## config.mk

```make
export PLATFORM = sky130hd
export DESIGN_NAME = ffbank_write_arbiter
export DESIGN_NICKNAME = d
export VERILOG_FILES = /design/src/rtl/ffbank_write_arbiter.sv
export SDC_FILE = /design/constraint.sdc
export NUM_CORES = 1
export LEC_CHECK = 0
export CORE_MARGIN = 4
export CORE_UTILIZATION = 35
export CTS_CLUSTER_DIAMETER = 200
export CTS_CLUSTER_SIZE = 40
export DETAILED_ROUTE_END_ITERATION = 16
export GPL_TIMING_DRIVEN = 0
export PLACE_DENSITY = 0.73
export SETUP_SLACK_MARGIN = 0.15
export SLEW_MARGIN = 10
export SYNTH_ARGS = -nofsm -noshare
export SYNTH_HDL_FRONTEND = slang
export SYNTH_SLANG_ARGS = --single-unit
```

## constraint.sdc

```tcl
create_clock -name clk -period 2.15 [get_ports clk]
set_clock_uncertainty 0.1 [all_clocks]
set_input_delay 0.215 -clock clk [delete_from_list [all_inputs] [get_ports clk]]
set_output_delay 0.215 -clock clk [all_outputs]
set_load 0.01 [all_outputs]
```

## src/rtl/ffbank_write_arbiter.sv

```systemverilog
// Round-robin write arbiter for a preset-able register bank. It also sequences
// a full-bank all-ones preset sweep, which takes priority over requester writes.
module ffbank_write_arbiter #(
   parameter int NREQ  = 4,
   parameter int DEPTH = 8,
   parameter int AW    = 3,
   parameter int WIDTH = 8
) (
   input  logic                  clk,
   input  logic                  rst,
   input  logic [NREQ-1:0]       req,
   input  logic [NREQ*AW-1:0]    req_addr,
   input  logic [NREQ*WIDTH-1:0] req_wdata,
   input  logic                  preset_req,
   output logic [NREQ-1:0]       gnt,
   output logic                  bank_we,
   output logic [AW-1:0]         bank_addr,
   output logic [WIDTH-1:0]      bank_wdata,
   output logic                  bank_preset,
   output logic                  busy
);

   localparam int PW = (NREQ > 1) ? $clog2(NREQ) : 1;

   localparam logic [1:0] S_IDLE  = 2'd0;
   localparam logic [1:0] S_GRANT = 2'd1;
   localparam logic [1:0] S_SWEEP = 2'd2;

   logic [1:0]       state_q, state_d;
   logic [PW-1:0]    rr_ptr_q, rr_ptr_d;
   logic             sweep_pend_q, sweep_pend_d;
   logic [NREQ-1:0]  gnt_q, gnt_d;
   logic             bank_we_q, bank_we_d;
   logic [AW-1:0]    bank_addr_q, bank_addr_d;
   logic [WIDTH-1:0] bank_wdata_q, bank_wdata_d;
   logic             bank_preset_q, bank_preset_d;

   logic             win_valid;
   logic [PW-1:0]    win_idx;

   function automatic int wrap_idx(input int base, input int off);
      int idx;
      idx = base + off;
      if (idx >= NREQ) idx = idx - NREQ;
      return idx;
   endfunction

   // Scan rr_ptr, rr_ptr+1, ... modulo NREQ; first set request wins.
   always_comb begin
      win_valid = 1'b0;
      win_idx   = '0;
      for (int off = 0; off < NREQ; off++) begin
         if (!win_valid && req[wrap_idx(int'(rr_ptr_q), off)]) begin
            win_valid = 1'b1;
            win_idx   = PW'(wrap_idx(int'(rr_ptr_q), off));
         end
      end
   end

   always_comb begin
      // NOTE: every variable gets a default here so no path leaves it unassigned (no latches).
      state_d       = state_q;
      rr_ptr_d      = rr_ptr_q;
      sweep_pend_d  = sweep_pend_q | (preset_req && (state_q != S_SWEEP));
      gnt_d         = '0;
      bank_we_d     = 1'b0;
      bank_addr_d   = '0;
      bank_wdata_d  = '0;
      bank_preset_d = 1'b0;

      case (state_q)
         S_IDLE: begin
            if (sweep_pend_q || preset_req) begin
               state_d       = S_SWEEP;
               sweep_pend_d  = 1'b0;
               bank_we_d     = 1'b1;
               bank_preset_d = 1'b1;
               bank_wdata_d  = '1;
            end else if (win_valid) begin
               state_d          = S_GRANT;
               gnt_d[win_idx]   = 1'b1;
               bank_we_d        = 1'b1;
               bank_addr_d      = req_addr[int'(win_idx)*AW +: AW];
               bank_wdata_d     = req_wdata[int'(win_idx)*WIDTH +: WIDTH];
               rr_ptr_d         = (win_idx == PW'(NREQ-1)) ? '0 : win_idx + PW'(1);
            end
         end
         S_GRANT: begin
            state_d = S_IDLE;
         end
         S_SWEEP: begin
            // bank_addr_q doubles as the sweep counter; it stops at DEPTH-1.
            if (bank_addr_q == AW'(DEPTH-1)) begin
               state_d = S_IDLE;
            end else begin
               bank_we_d     = 1'b1;
               bank_preset_d = 1'b1;
               bank_addr_d   = bank_addr_q + AW'(1);
               bank_wdata_d  = '1;
            end
         end
         default: begin
            state_d = S_IDLE;
         end
      endcase
   end

   // NOTE: state uses non-blocking assignments so all flops update from pre-edge values.
   always_ff @(posedge clk or posedge rst) begin
      if (rst) begin
         state_q       <= S_IDLE;
         rr_ptr_q      <= '0;
         sweep_pend_q  <= 1'b0;
         gnt_q         <= '0;
         bank_we_q     <= 1'b0;
         bank_addr_q   <= '0;
         bank_wdata_q  <= '0;
         bank_preset_q <= 1'b0;
      end else begin
         state_q       <= state_d;
         rr_ptr_q      <= rr_ptr_d;
         sweep_pend_q  <= sweep_pend_d;
         gnt_q         <= gnt_d;
         bank_we_q     <= bank_we_d;
         bank_addr_q   <= bank_addr_d;
         bank_wdata_q  <= bank_wdata_d;
         bank_preset_q <= bank_preset_d;
      end
   end

   assign gnt         = gnt_q;
   assign bank_we     = bank_we_q;
   assign bank_addr   = bank_addr_q;
   assign bank_wdata  = bank_wdata_q;
   assign bank_preset = bank_preset_q;
   assign busy        = (state_q != S_IDLE);

endmodule

```

# Word-level counts from Yosys, hierarchy flattened
# Cells that the tools add are included.
# W data, S select, Z words.
dict set report totals {
  ff_bits 22
  latch_bits 0
  ram_bits 0
  mem_bits_ro 0
  inputBits 51
  out_inout_bits 18
  wordCells 101
  memories 0
}
dict set report classes {
  add_sub_neg 9
  multipliers 1
  div 0
  order_cmp 10
  eq_ne 6
  shifts 2
  mux 50
  n_bitwise 2
  n_reduce_logical 13
}
# cell n
set ops {}
lappend ops {{$lt A32 B4 Y1 const B} 4}
lappend ops {{$mux W32} 4}
lappend ops {{$shiftx A32 B6 Y8} 1}
lappend ops {{$mux W8} 3}
lappend ops {{$mux W1} 19}
lappend ops {{$mux W2} 8}
lappend ops {{$pmux W8 S2} 1}
lappend ops {{$mux W4} 3}
lappend ops {{$shiftx A12 B5 Y3} 1}
lappend ops {{$sub A3 B3 Y4 const B} 3}
lappend ops {{$ge A3 B3 Y1 const B} 3}
lappend ops {{$mux W3} 3}
lappend ops {{$bmux W1 S2} 4}
lappend ops {{$add A2 B2 Y3 const B} 2}
lappend ops {{$pmux W3 S2} 1}
lappend ops {{$logic_and A1 B1 Y1} 5}
lappend ops {{$eq A2 B2 Y1 const B} 2}
lappend ops {{$mul A2 B2 Y4 const B} 1}
lappend ops {{$ne A2 B2 Y1 const B} 2}
lappend ops {{$pmux W1 S2} 2}
lappend ops {{$pmux W2 S2} 1}
lappend ops {{$sub A2 B3 Y4 const B} 1}
lappend ops {{$add A2 B1 Y3 const B} 1}
lappend ops {{$add A3 B1 Y3 const B} 1}
lappend ops {{15 further kinds} 17}

# Depth between registers and ports, before layout
dict set report logic_depth {
  word_depth 22
  mapped_depth 8
  depth_no_buf 7
}

# Worst setup path before layout
# No wires, ideal clock.
dict set report synth_path {
  kind {register -> register}
  from {register rr_ptr_q[1]}
  to {register rr_ptr_q[1]}
  setup_ns 0.128
  t_arrival_ns 1.753
  required_ns 1.922
  setup_slack_ns 0.169
  path_stages_with_launch 8
  path_buffers 2
  synth_period_minus_slack_ns 1.981
  cell_sequence {dfrtp_1 > nand2b_1 > a21o_1 > and3_4 > buf_6 > buf_6 > ha_1 > mux2_1}
}
dict set report synth_between {
  elab_chain_len 17
  elab_cells_between_ends 45
  classes_between {8 x add/sub; 4 x order compare; 1 x eq/ne; 25 x mux; 7 x reduce/logical}
}
# item line_no
set synth_rtl {}
lappend synth_rtl {{start, declared} 30} ;# logic [PW-1:0] rr_ptr_q, rr_ptr_d;
lappend synth_rtl {{start signal, assigned} 121} ;# rr_ptr_q <= rr_ptr_d;
lappend synth_rtl {{parallel branches: the longest is 17 deep, another holds $sub A3 B3 Y4} --}
# Several ways; the timed one is not identified. The select of a mux whose other input is x is not followed.
# A chain may end at the register's enable or synchronous reset.

# Worst setup path after layout
dict set report layout_path {
  from {register rr_ptr_q[1]}
  to {register gnt_q[1] (netlist: gnt[1])}
}
dict set report layout_between {
  elab_chain_len 22
  elab_cells_between_ends 49
  classes_between {7 x add/sub; 6 x order compare; 29 x mux; 7 x reduce/logical}
}
# item line_no
set layout_rtl {}
lappend layout_rtl {{parallel branches: the longest is 19 deep, another holds $sub A3 B3 Y4} --}
lappend layout_rtl {{$mux W4 *} 79} ;# end else if (win_valid) begin
lappend layout_rtl {{$mux W4 *} 73} ;# if (sweep_pend_q || preset_req) begin
lappend layout_rtl {{$mux W4 *} 71} ;# case (state_q)
lappend layout_rtl {{via gnt_d[1]} 32} ;# logic [NREQ-1:0] gnt_q, gnt_d;
lappend layout_rtl {{end signal, assigned} 123} ;# gnt_q <= gnt_d;
lappend layout_rtl {{end, declared} 32}
# Mark *: on every way through the listed nets, which the timed path passes. The select of a mux whose other input is x is not followed.

==> impl_metrics.env <==
export IMPL_cp_slowest_cell="dfrtp_1"
export IMPL_numCtsBuffers=3
export IMPL_r2r_start="rr_ptr_q[1]"
export IMPL_grt_antenna_before_repair=0
export IMPL_yosysUniqueCellTypes=32
export IMPL_coreArea_um2=3468
export IMPL_clk_latency_ns=0.26
export IMPL_rr_worst_depth=8
export IMPL_rrSetupSlack_ns=0.22
export IMPL_portBuffers=68
export IMPL_drcViolationCount=0
export IMPL_yosysTopAreaCellShare=0.4239
export IMPL_grt_overflow=0
export IMPL_setup_viol=0
export IMPL_start_util=0.3745
export IMPL_required_ns=2.21
export IMPL_yosysTopAreaCell="dfrtp_1"
export IMPL_routed_via_density=5.028
export IMPL_cp_end_kind="register"
export IMPL_p_leak_nw=0.9939
export IMPL_cts_tree="built"
export IMPL_via_count=1262
export IMPL_max_cap_violations=0
export IMPL_crit_family="simple AND/OR/NAND/NOR gates"
export IMPL_nets=263
export IMPL_clk_pin_slew_ns=0.08
export IMPL_wire_per_inst_um=15.42
export IMPL_grt_pass1_wl_um=6072
export IMPL_design_area_um2=2216
export IMPL_layout_common_cells="66 x clkdlybuf4s50_1, 22 x dfrtp_1, 18 x mux2i_1"
export IMPL_syn_inst=125
export IMPL_die_w_um=68.92
export IMPL_yosysSeqAreaShare=0.4239
export IMPL_drive_gt1_frac=0.1463
export IMPL_yosysWarnings=0
export IMPL_synth_edf_count=0
export IMPL_num_rows=21
export IMPL_critPathMaxStageDelay_ns=0.44
export IMPL_worstPathBufferInverterCount=3
export IMPL_grt_usage=0.1714
export IMPL_dieArea_um2=4749
export IMPL_worst_hold_path_type="primary input to async pin"
export IMPL_die_h_um=68.92
export IMPL_io_pins=69
export IMPL_path_class="register to register"
export IMPL_start_kind="register"
export IMPL_hold_slack_ns=0.3052
export IMPL_dp_hpwl_um=3024
export IMPL_htree_num_levels=1
export IMPL_cts_root_buf="clkbuf_8"
export IMPL_r2r_end="gnt[1]"
export IMPL_arrival_ns=1.99
export IMPL_ant_nets=0
export IMPL_ys_seq_elements=22
export IMPL_drv_slew=0
export IMPL_routed_wl_um=3871
export IMPL_place_area_um2=2037
export IMPL_grt_max_degree=23
export IMPL_fin_util=0.6389
export IMPL_critPathMaxFanout=4
export IMPL_clock_path_buffers=2
export IMPL_peakVddDrop_uv=400.7
export IMPL_relSlewSlack=0.4634
export IMPL_syn_to_final_growth_pct=70.62
export IMPL_ctsHoldBuffers=0
export IMPL_synth_avg_cell_area_um2=10.39
export IMPL_drt_iter0_drc=44
export IMPL_async_reset_ff_frac=1.000
export IMPL_fin_crit_ns=1.933
export IMPL_clock_sinks=22
export IMPL_syn_nets=182
export IMPL_synthesis_area_um2=1299
export IMPL_first_global_vias=1302
export IMPL_rsz0062_at_grt="true"
export IMPL_firstDrtPassIters=6
export IMPL_synth_area_leaders="dfrtp_1 42%, mux2i_1 15%, ha_1 5.8%, o221ai_1 5.4%, inv_1 3.5%"
export IMPL_n_antenna_cell=0
export IMPL_gp_congestion=0.8371
export IMPL_p_per_area_nw_per_um2=1062
export IMPL_fmax_ghz=0.5173
export IMPL_hold_viol=0
export IMPL_status="finished clean"
export IMPL_final_common_cell="clkdlybuf4s50_1"
export IMPL_tightestPinTransition_ns=0.8040
export IMPL_ys_flop_type="dfrtp_1"
export IMPL_period_share=0.8991
export IMPL_worstPathCellList="mux2i_2, or2_4, and3_4, buf_6, buf_12, buf_4, ha_1, and3_1"
[state kept, by name, indices dropped and copies added, names as in the netlist]
register / cells
state_q: 2
bank_we: 1
bank_preset: 1
bank_wdata: 8
gnt: 4
rr_ptr_q: 2
bank_addr: 3
sweep_pend_q: 1
[worst register-to-register path, cell delays in order (launching register included)]
cell	delay, ns
dfrtp_1	0.44
mux2i_2	0.18
or2_4	0.24
and3_4	0.15
buf_6	0.12
buf_12	0.12
buf_4	0.16
ha_1	0.18
and3_1	0.14
[Yosys cell counts, types with 2 or more instances]
cell type and count:
dfrtp_1 22, mux2i_1 19, inv_1 12, nand2_1 10, nor2_1 8, o221ai_1 8
ha_1 6, a21oi_1 5, and3_1 4, buf_6 3, nor3_1 3, o211ai_1 3
a221oi_1 2, a31oi_1 2
[how the worst max path moves through the flow]
stage,startpoint,endpoint,slack (ns),cells after the start
2_1_floorplan,rr_ptr_q[1],rr_ptr_q[1],0.17,7
3_3_place_gp,req[0],rr_ptr_q[1],-0.19,8
3_5_place_dp,req[3],rr_ptr_q[1],-0.23,7
4_1_cts,rr_ptr_q[1],rr_ptr_q[1],0.16,7
5_1_grt,bank_addr[0],bank_wdata[4],0.1,6
6_report,rr_ptr_q[1],gnt[1],0.22,8
[layout make-up]
cell class | count | area (um^2)
Sequential cell | 22 | 550.5
Timing Repair Buffer | 76 | 742.0
Fill cell | 302 | 1252
Buffer | 4 | 47.55
Clock inverter | 1 | 30.03
Inverter | 13 | 48.80
Clock buffer | 3 | 41.29
Multi-Input combinational cell | 86 | 698.2
Tap cell | 46 | 57.56
[report_power, final]
group / switching (W) / internal, W
clock network: 0.000141 / 0.000249
logic: 0.000588 / 0.000728
registers: 0.0000899 / 0.000557
total: 0.000819 / 0.00153
[routing by layer]
metal / track usage / wire length (um)
met5: 0 / 0
met4: 0.04136 / 59
met3: 0.04700 / 289
met2: 0.3048 / 1998
met1: 0.2034 / 1524
[per-stage QoR]
step                      instances  setup TNS [ns]  worst slack (ns)  total power, W
after floorplan                 125               0            0.1694        0.001330
after global placement          239         -0.2226           -0.1931        0.001778
after detailed placement        239         -0.6495           -0.2306        0.001812
after CTS                       251               0            0.1597        0.002292
after global routing            251               0           0.09721        0.002524
final                           251               0            0.2169        0.002353
[cells by family after synthesis]
kind of cell,share of synthesized area
mux,0.1551
flops,0.4239
fa+ha+maj,0.05780
simple gates,0.1387
buf+inv,0.06743
compound gates,0.1570
[timing repair]
item | in CTS | in global routing
gates resized for setup | 4 | 10
hold endpoints to repair | 0 | 0
pin swaps | 2 | 2
setup buffers | 8 | 0
endpoints found under the setup margin | 1 | 15
No activity file was read; power rests on OpenSTA's default activity.
